<file path="src/rtl/chien_search_if.sv">
// rtl/chien_search_if.sv - request/result bundle for the Chien-search root finder
// The master side drives the job inputs and start; the slave side is the search engine.
interface chien_search_if #(
  parameter int T_MAX = 4,
  parameter int M_MAX = 10
);
  logic                         start;
  logic [3:0]                   t;
  logic [3:0]                   m;
  logic                         failure;
  logic [3:0]                   degree;
  logic [(T_MAX+1)*M_MAX-1:0]   sigma;
  logic                         busy;
  logic                         err_valid;
  logic [M_MAX-1:0]             err_pos;
  logic                         done;
  logic                         uncorrectable;
  logic [3:0]                   err_cnt;

  modport master (
    output start, t, m, failure, degree, sigma,
    input  busy, err_valid, err_pos, done, uncorrectable, err_cnt
  );

  modport slave (
    input  start, t, m, failure, degree, sigma,
    output busy, err_valid, err_pos, done, uncorrectable, err_cnt
  );
endinterface

</file>
<file path="src/rtl/chien_search.sv">
// rtl/chien_search.sv - Chien-search root finder, one GF(2^m) element per cycle
// Evaluates sigma(alpha^i) for i=0..2^m-2 and streams the matching error positions.
module chien_search #(
  parameter int T_MAX = 4,
  parameter int M_MAX = 10
) (
  input  logic          clk,
  input  logic          rst,
  chien_search_if.slave cs
);
  localparam int TW = T_MAX + 1;
  localparam logic [M_MAX-1:0] POLY6  = M_MAX'(10'h003);
  localparam logic [M_MAX-1:0] POLY8  = M_MAX'(10'h01D);
  localparam logic [M_MAX-1:0] POLY10 = M_MAX'(10'h009);

  typedef enum logic [1:0] {IDLE, SCAN, DONE} state_t;

  state_t           state_q, state_d;
  logic [3:0]       m_q, m_d;
  logic [3:0]       t_q, t_d;
  logic [3:0]       deg_q, deg_d;
  logic             imm_fail_q, imm_fail_d;
  logic [M_MAX-1:0] r_q [TW];
  logic [M_MAX-1:0] r_d [TW];
  logic [M_MAX-1:0] i_q, i_d;
  logic             busy_q, busy_d;
  logic             err_valid_q, err_valid_d;
  logic [M_MAX-1:0] err_pos_q, err_pos_d;
  logic             done_q, done_d;
  logic             unc_q, unc_d;
  logic [3:0]       cnt_q, cnt_d;

  logic [M_MAX-1:0] sum;
  logic [M_MAX-1:0] n_cur;
  logic [M_MAX-1:0] mask_in;
  logic [M_MAX-1:0] tmp;
  logic             m_ok;
  logic             imm;

  // Low m bits set; for a valid field this is also n = 2^m-1.
  function automatic logic [M_MAX-1:0] field_mask(input logic [3:0] mm);
    logic [M_MAX-1:0] mk;
    mk = '0;
    for (int b = 0; b < M_MAX; b++) begin
      mk[b] = (b < int'(mm));
    end
    return mk;
  endfunction

  function automatic logic [M_MAX-1:0] mul_alpha(input logic [M_MAX-1:0] x,
                                                 input logic [3:0]       mm);
    logic [M_MAX-1:0] y;
    logic [M_MAX-1:0] poly;
    case (mm)
      4'd6:    poly = POLY6;
      4'd8:    poly = POLY8;
      default: poly = POLY10;
    endcase
    y = {x[M_MAX-2:0], 1'b0} & field_mask(mm);
    if (x[mm - 4'd1]) begin
      y = y ^ poly;
    end
    return y;
  endfunction

  always_comb begin
    state_d     = state_q;
    m_d         = m_q;
    t_d         = t_q;
    deg_d       = deg_q;
    imm_fail_d  = imm_fail_q;
    i_d         = i_q;
    busy_d      = busy_q;
    err_valid_d = 1'b0;
    err_pos_d   = err_pos_q;
    done_d      = 1'b0;
    unc_d       = unc_q;
    cnt_d       = cnt_q;
    tmp         = '0;
    for (int j = 0; j < TW; j++) begin
      r_d[j] = r_q[j];
    end

    sum = '0;
    for (int j = 0; j < TW; j++) begin
      sum = sum ^ r_q[j];
    end
    n_cur   = field_mask(m_q);
    mask_in = field_mask(cs.m);
    m_ok    = (cs.m == 4'd6) || (cs.m == 4'd8) || (cs.m == 4'd10);
    imm     = cs.failure || !m_ok || ((cs.sigma[M_MAX-1:0] & mask_in) == '0);

    case (state_q)
      IDLE: begin
        if (cs.start) begin
          m_d        = cs.m;
          t_d        = cs.t;
          deg_d      = cs.degree;
          imm_fail_d = imm;
          for (int j = 0; j < TW; j++) begin
            r_d[j] = (j <= int'(cs.t)) ? (cs.sigma[j*M_MAX +: M_MAX] & mask_in) : '0;
          end
          cnt_d   = '0;
          unc_d   = 1'b0;
          busy_d  = 1'b1;
          i_d     = '0;
          state_d = imm ? DONE : SCAN;
        end
      end
      SCAN: begin
        // r_j holds sigma_j * alpha^(i*j), so the XOR of all terms is sigma(alpha^i).
        for (int j = 0; j < TW; j++) begin
          tmp = r_q[j];
          for (int k = 0; k < T_MAX; k++) begin
            if (k < j) begin
              tmp = mul_alpha(tmp, m_q);
            end
          end
          r_d[j] = tmp;
        end
        if (sum == '0) begin
          err_valid_d = 1'b1;
          err_pos_d   = (i_q == '0) ? '0 : (n_cur - i_q);
          cnt_d       = (cnt_q == 4'hF) ? cnt_q : (cnt_q + 4'd1);
        end
        i_d = i_q + 1'b1;
        if (i_q == (n_cur - 1'b1)) begin
          state_d = DONE;
        end
      end
      DONE: begin
        done_d  = 1'b1;
        busy_d  = 1'b0;
        unc_d   = imm_fail_q || (cnt_q != deg_q) || (deg_q > t_q);
        state_d = IDLE;
      end
      default: state_d = IDLE;
    endcase
  end

  always_ff @(posedge clk or posedge rst) begin
    if (rst) begin
      state_q     <= IDLE;
      m_q         <= '0;
      t_q         <= '0;
      deg_q       <= '0;
      imm_fail_q  <= 1'b0;
      i_q         <= '0;
      busy_q      <= 1'b0;
      err_valid_q <= 1'b0;
      err_pos_q   <= '0;
      done_q      <= 1'b0;
      unc_q       <= 1'b0;
      cnt_q       <= '0;
      for (int j = 0; j < TW; j++) begin
        r_q[j] <= '0;
      end
    end else begin
      state_q     <= state_d;
      m_q         <= m_d;
      t_q         <= t_d;
      deg_q       <= deg_d;
      imm_fail_q  <= imm_fail_d;
      i_q         <= i_d;
      busy_q      <= busy_d;
      err_valid_q <= err_valid_d;
      err_pos_q   <= err_pos_d;
      done_q      <= done_d;
      unc_q       <= unc_d;
      cnt_q       <= cnt_d;
      for (int j = 0; j < TW; j++) begin
        r_q[j] <= r_d[j];
      end
    end
  end

  assign cs.busy          = busy_q;
  assign cs.err_valid     = err_valid_q;
  assign cs.err_pos       = err_pos_q;
  assign cs.done          = done_q;
  assign cs.uncorrectable = unc_q;
  assign cs.err_cnt       = cnt_q;
endmodule

</file>
<file path="src/flat_wrapper.sv">
// flat-port wrapper written by rule: the top's interface ports become plain ports
module chien_search_flat 
#(
  parameter int T_MAX = 4,
  parameter int M_MAX = 10
)
  (clk, rst, cs_start, cs_t, cs_m, cs_failure, cs_degree, cs_sigma, cs_busy, cs_err_valid, cs_err_pos, cs_done, cs_uncorrectable, cs_err_cnt);
  chien_search_if #(.T_MAX(T_MAX), .M_MAX(M_MAX)) cs_i ();
  input  logic clk;
  input  logic rst;
  input wire logic [$bits(cs_i.start)-1:0] cs_start;
  input wire logic [$bits(cs_i.t)-1:0] cs_t;
  input wire logic [$bits(cs_i.m)-1:0] cs_m;
  input wire logic [$bits(cs_i.failure)-1:0] cs_failure;
  input wire logic [$bits(cs_i.degree)-1:0] cs_degree;
  input wire logic [$bits(cs_i.sigma)-1:0] cs_sigma;
  output wire logic [$bits(cs_i.busy)-1:0] cs_busy;
  output wire logic [$bits(cs_i.err_valid)-1:0] cs_err_valid;
  output wire logic [$bits(cs_i.err_pos)-1:0] cs_err_pos;
  output wire logic [$bits(cs_i.done)-1:0] cs_done;
  output wire logic [$bits(cs_i.uncorrectable)-1:0] cs_uncorrectable;
  output wire logic [$bits(cs_i.err_cnt)-1:0] cs_err_cnt;
  assign cs_i.start = cs_start;
  assign cs_i.t = cs_t;
  assign cs_i.m = cs_m;
  assign cs_i.failure = cs_failure;
  assign cs_i.degree = cs_degree;
  assign cs_i.sigma = cs_sigma;
  assign cs_busy = cs_i.busy;
  assign cs_err_valid = cs_i.err_valid;
  assign cs_err_pos = cs_i.err_pos;
  assign cs_done = cs_i.done;
  assign cs_uncorrectable = cs_i.uncorrectable;
  assign cs_err_cnt = cs_i.err_cnt;
  chien_search #(.T_MAX(T_MAX), .M_MAX(M_MAX)) u_core (.clk(clk), .rst(rst), .cs(cs_i));
endmodule
</file>
<file path="config.mk">
export PLATFORM = sky130hd
export DESIGN_NAME = chien_search_flat
export DESIGN_NICKNAME = d
export VERILOG_FILES = /design/src/rtl/chien_search_if.sv /design/src/rtl/chien_search.sv /design/src/flat_wrapper.sv
export SDC_FILE = /design/constraint.sdc
export NUM_CORES = 1
export LEC_CHECK = 0
export BUFFER_PORTS_ARGS = -buffer_cell sky130_fd_sc_hd__clkbuf_2
export CORE_UTILIZATION = 54
export CTS_BUF_LIST = sky130_fd_sc_hd__clkbuf_4 sky130_fd_sc_hd__clkbuf_8 sky130_fd_sc_hd__clkbuf_16
export CTS_CLUSTER_DIAMETER = 200
export CTS_CLUSTER_SIZE = 10
export DETAILED_ROUTE_END_ITERATION = 8
export MAX_ROUTING_LAYER = met4
export PLACE_DENSITY = 0.77
export SYNTH_ARGS = -nofsm -noshare
export SYNTH_HDL_FRONTEND = slang
export SYNTH_SLANG_ARGS = --single-unit
</file>
<file path="constraint.sdc">
create_clock -name clk -period 4.5 [get_ports clk]
set_input_delay 0 -clock clk [delete_from_list [all_inputs] [get_ports clk]]
set_output_delay 0 -clock clk [all_outputs]
set_load 0.1 [all_outputs]
</file>
After elaboration in Yosys (flattened, before gate mapping)

Cells that the tools add are included.

$add $sub $neg: 5
Magnitude comparators: 26
Equal/unequal tests: 14
Multiplexer cells: 62
Bitwise operators: 30
Reduce and logical (&&, ||, !) cells: 20

Operator list:

| operator              | number |
|---|---|
| $mux 10               | 23 |
| $and 10x10->10        | 15 |
| $xor 10x10->10        | 14 |
| $pmux 50 s2           | 1 |
| $mux 50               | 1 |
| $bmux 1 s4            | 10 |
| $lt 3x4->1 const A    | 8 |
| $logic_not 10->1      | 3 |
| $pmux 10 s2           | 1 |
| $eq 4x4->1 const B    | 4 |
| $lt 1x4->1 const A    | 4 |
| $lt 2x4->1 const A    | 4 |
| $lt 4x4->1 const A    | 4 |
| $mux 1                | 15 |
| $mux 4                | 3 |
| $add 10x1->10 const B | 1 |
| $eq 10x10->1          | 1 |
| $pmux 5 s2            | 1 |
| $reduce_and 2->1      | 5 |
| $sub 10x1->10 const B | 1 |
| $sub 10x10->10        | 1 |
| $eq 4x3->1 const B    | 2 |
| $le 2x4->1 const A    | 2 |
| $pmux 4 s2            | 1 |
| 21 further kinds      | 32 |

Flip-flop bits (word level): 93
Bits of input ports: 66
Output and inout bits: 18
Logic and storage cells: 174

Depth between registers and ports, before layout

Depth after elaboration: 18
Gate-level depth with buffers: 21
Depth with buffers taken out: 18

Worst setup path before layout

OpenSTA, ideal clock, no wires.

Kind: reg2reg
From: reg u_core.m_q[0]
To: reg u_core.r_q[0] (netlist name)
Library setup time: 0.124 ns
Arrival time: 4.427 ns
Data required time: 4.376 ns
Path slack: -0.051 ns
Stages on the path, launching flop included: 21
Buffers on the path: 3
Clock period less this slack: 4.551 ns
Path through: dfrtp_1 buf_6 clkinv_1 clkbuf_1 ha_1 buf_2 mux2i_1 nand3_1 nand2_2 nor3_4 nor3_1 o21ai_4 a211oi_2 o21ai_1 or4b_1 nand2_1 mux2_1 nor4_2 a211o_4 a21oi_1 a211o_1

Longest elaborated chain between the ends: 18
Elaborated cells between the ends (all ways): 39
Classes of those cells: add/sub: 1; order compare: 10; eq/ne: 2; mux: 18; bitwise: 8

Ends and longest elaborated chain:

| element                                              | RTL line            | text |
|---|---|---|
| from (decl)                                          | chien_search.sv:19  | `logic [3:0] m_q, m_d;` |
| from (signal assigned)                               | chien_search.sv:160 | `m_q <= m_d;` |
| branches (longest 16 deep; another with $sub 4x1->4) | n/a                 |  |
| $mux 10 (*)                                          | chien_search.sv:60  | `if (x[mm - 4'd1]) begin` |
| $pmux 50 s2 (*)                                      | chien_search.sv:93  | `case (state_q)` |
| to (signal, indexed assignment)                      | chien_search.sv:172 | `r_q[j] <= r_d[j];` |
| to (decl)                                            | chien_search.sv:23  | `logic [M_MAX-1:0] r_q [TW];` |

Every way passes the cells marked *. The select of a mux whose other input is x is not followed.
A chain may end at the register's enable or synchronous reset.

Worst setup path in the final report

Ends and elaborated chain as after synthesis.

==> metrics.csv <==
stage,metric,value,unit
sta,RSZ-0062 raised after global routing,false,
detailed_routing,DRC,0,
clock_network,CTS max path bufs,2,
detailed_routing,router iterations before antenna repair,6,
synthesis,Syn Area/Cell,8.183,um^2
sta,Tmin final,4.255,ns
critical_path,critical path data required time,4.75,ns
placed_design,routability cong.,1.117,
finish,# fillers,1128,
synthesis,cells after synthesis,924,
floorplan,DIE HEIGHT,120.3,um
floorplan,number of placement rows,42,
sta,Slew headroom,30.52,%
synthesis,Post-synth EDFFs,0,
detailed_routing,vias per cell,6.459,
critical_path,critical path type,flop to flop,
placed_design,Placed Cells,1169,
synthesis,"Cell Area, Synth",7561,um^2
sta,setup TNS,0,ns
global_routing,first-pass GRT wire length,42990,um
clock_network,clock root buffer,clkbuf_16,
status,outcome,"complete, no violations",
synthesis,post-synthesis sequential area ratio,30.78,%
detailed_routing,WL/cell,22.35,um
clock_network,CTS tree,built,
placed_design,Port Buf Inserts,83,
floorplan,die area,14480,um^2
critical_path,Critical Path Source Type,flop,
global_routing,grt ovf,0,
clock_network,clock sink count,93,
run,maxcap violations,0,
floorplan,Initial Util,56.20,%
critical_path,CP Max Fanout,33,
floorplan,I/O pin count,84,
global_routing,GRT Total Usage,40.70,%
sta,Max Slew Vio Count,0,
sta,Final Cycle Share,94.55,%
sta,Final Skew,0.01141,ns
detailed_routing,Routed Antenna Nets,0,
finish,P&R area growth vs syn,20.25,%
hold_path,worst hold path type,input port to flop,
detailed_routing,DR iter-0 viols,1089,
finish,fraction of layout cells with a size suffix above 1,17.08,%
power_and_ir_drop,PwrDens,611.7,nW/um^2
power_and_ir_drop,VDD IR max,0.3967,mV
global_routing,number of global-route vias before repair,7628,
synthesis,share of flip-flops with an asynchronous set or reset,100.0,%
clock_network,Clock Latency Late Sink,0.36,ns
clock_network,H-tree depth,3,
sta,final setup violation count,0,
synthesis,largest area contributor in the netlist,dfrtp_1,
global_routing,pin count of the biggest net entering global routing,62,
synthesis,Syn Nets,1016,
detailed_routing,Vias,7990,
synthesis,top_reg_cell synth,dfrtp_1,
power_and_ir_drop,total power,5.562,mW
sta,Least-Margin Pin Slew,1.038,ns
floorplan,Die Wd,120.3,um
synthesis,Ys Warns,0,
sta,f_max,0.2350,GHz
clock_network,clk slew on worst S/H paths,0.08,ns
finish,Total Nets Final,1147,
critical_path,CP endpoint kind,flop,
global_routing,initial antenna violation count,0,
floorplan,Core ar.,13450,um^2
finish,fin cells,1237,
clock_network,Post-CTS Setup Bufs,0,
synthesis,synth unique cells,82,
critical_path,Worst EP arrival,4.50,ns
sta,Fin. Hold Viols,0,
detailed_routing,final wirelength,27650,um
synthesis,top post-synthesis cells by area,"dfrtp_1, nand2_1, xnor2_1",
power_and_ir_drop,leak pwr,3.990,nW
placed_design,DPL Wire Length,19680,um
clock_network,CTS buffer count,9,
synthesis,Synth Register Bits,93,
synthesis,post-synth top area share,30.78,%
cells in the mapped netlist, types with 15 or more instances:
cell,number
a21oi_1,28
a32oi_1,34
clkbuf_1,41
dfrtp_1,93
ha_1,25
inv_1,29
mux2i_1,15
nand2_1,161
nand3_1,35
nor2_1,52
nor3_1,20
o21ai_0,84
or3_1,16
xnor2_1,64
xor2_1,34
flip-flops by register name (all words and copies together), names as in the netlist:
| register | count |
|---|---|
| u_core.r_q | 50 |
| u_core.cs.err_valid | 1 |
| u_core.cs.done | 1 |
| u_core.imm_fail_q | 1 |
| u_core.m_q | 4 |
| u_core.cs.uncorrectable | 1 |
| u_core.state_q | 2 |
| u_core.i_q | 10 |
| u_core.cs.err_pos | 10 |
| u_core.t_q | 4 |
| u_core.cs.busy | 1 |
| u_core.cs.err_cnt | 4 |
| u_core.deg_q | 4 |
power breakdown:
part / switching, mW / total, mW / internal, mW / leakage (nW)
sequential: 0.296 / 1.31 / 1.01 / 1.21
clock: 0.388 / 0.776 / 0.388 / 0.138
combinational: 2.10 / 3.47 / 1.38 / 2.64
layout by cell type, fill, tap and decap left out, drive strengths merged, types with 4 or more instances in the layout:
cell type / synthesis / routed
o21a: 4 / 4
nand3: 35 / 35
ha: 25 / 25
a31o: 4 / 4
o21ai: 90 / 90
a31oi: 9 / 9
clkinv: 1 / 4
and3: 10 / 10
a21o: 10 / 10
mux2: 7 / 7
nor2: 54 / 54
dfrtp: 93 / 93
a211oi: 6 / 6
nand2b: 10 / 10
a21oi: 29 / 29
dlygate4sd3: 0 / 51
inv: 32 / 34
nor3: 22 / 22
or3: 16 / 16
mux4: 7 / 7
nor4: 9 / 9
o31ai: 6 / 6
and2: 7 / 7
xor2: 35 / 35
nor2b: 8 / 8
mux2i: 16 / 16
nand2: 163 / 163
clkbuf: 41 / 92
a32oi: 34 / 34
a221oi: 4 / 4
or2: 4 / 4
o22ai: 6 / 6
buf: 14 / 41
nand4: 8 / 8
xnor2: 65 / 65
cells by family after synthesis:
family | Yosys count | share of synthesized area (%)
DFF | 93 | 30.78
adders and majority gates | 26 | 4.402
xor gates and xnor gates | 100 | 11.93
buffers and inverters | 88 | 4.782
and+or+nand+nor | 354 | 22.01
muxes | 30 | 5.395
AOI/OAI and AO/OA | 233 | 20.70
routing by layer:
layer,GRT usage [%],part of all wire [%],up-vias
li1,-,-,3567
met1,52.35,40,3751
met2,61.64,45,549
met3,9.245,11,123
met4,17.75,4.5,0
met5,-,0,-
cell type report:
cell class / instances / area [um^2] / share of cell area (%)
Multi-Input combinational cell: 743 / 4885 / 53.72
Sequential cell: 93 / 2330 / 25.62
Timing Repair Buffer: 175 / 1234 / 13.57
Clock buffer: 9 / 225.2 / 2.477
Tap cell: 176 / 220.2 / 2.422
Inverter: 33 / 126.4 / 1.390
Clock inverter: 7 / 70.07 / 0.7706
Antenna cell: 1 / 2.502 / 0.02752
final timing paths:
path | startpoint | end | slack (ns) | depth (start not counted)
max in group asynchronous | rst | u_core.m_q[2] | 3.15 | 4
min in group asynchronous | rst | u_core.cs.err_pos[4] | 0.26 | 3
setup reg to reg | u_core.m_q[0] | u_core.r_q[0] | 0.25 | 15
hold reg to reg | u_core.cs.err_pos[3] | u_core.cs.err_pos[3] | 0.48 | 2
setup / recovery | u_core.m_q[0] | u_core.r_q[0] | 0.25 | 15
hold / removal | cs_m[0] | u_core.m_q[0] | 0.009 | 3
worst max-delay path: stages, from the launching register on:
cell      delay [ns]
dfrtp_2         0.40
buf_4           0.27
nor3_4          0.43
xnor2_2         0.27
a32oi_1         0.16
and4bb_1        0.34
o21ai_4         0.10
a211oi_2        0.25
o21ai_1         0.10
or4b_1          0.53
nand2_1         0.11
mux2_1          0.34
nor4_2          0.33
a211o_4         0.18
a21oi_1         0.06
a211o_1         0.27
repair_timing:
action                                  in CTS  in global routing
resized for setup                            0                  2
endpoints found under the setup margin       0                  4
hold buffers                                51                  0
hold endpoints to repair                    96                  0
stage by stage:
stage	utilization, %	instance area, um^2	hold WS, ns	worst slack (ns)
2_1_floorplan	-	7567	0.1054	0.02602
3_3_place_gp	61.55	8280	0.1115	0.2632
3_5_place_dp	61.55	8280	0.1160	0.2018
4_1_cts	67.54	9086	0.002625	0.1841
5_1_grt	67.57	9090	0.01684	0.02803
6_report	67.59	9092	0.009087	0.2452
(Power assumes the default switching activity.)
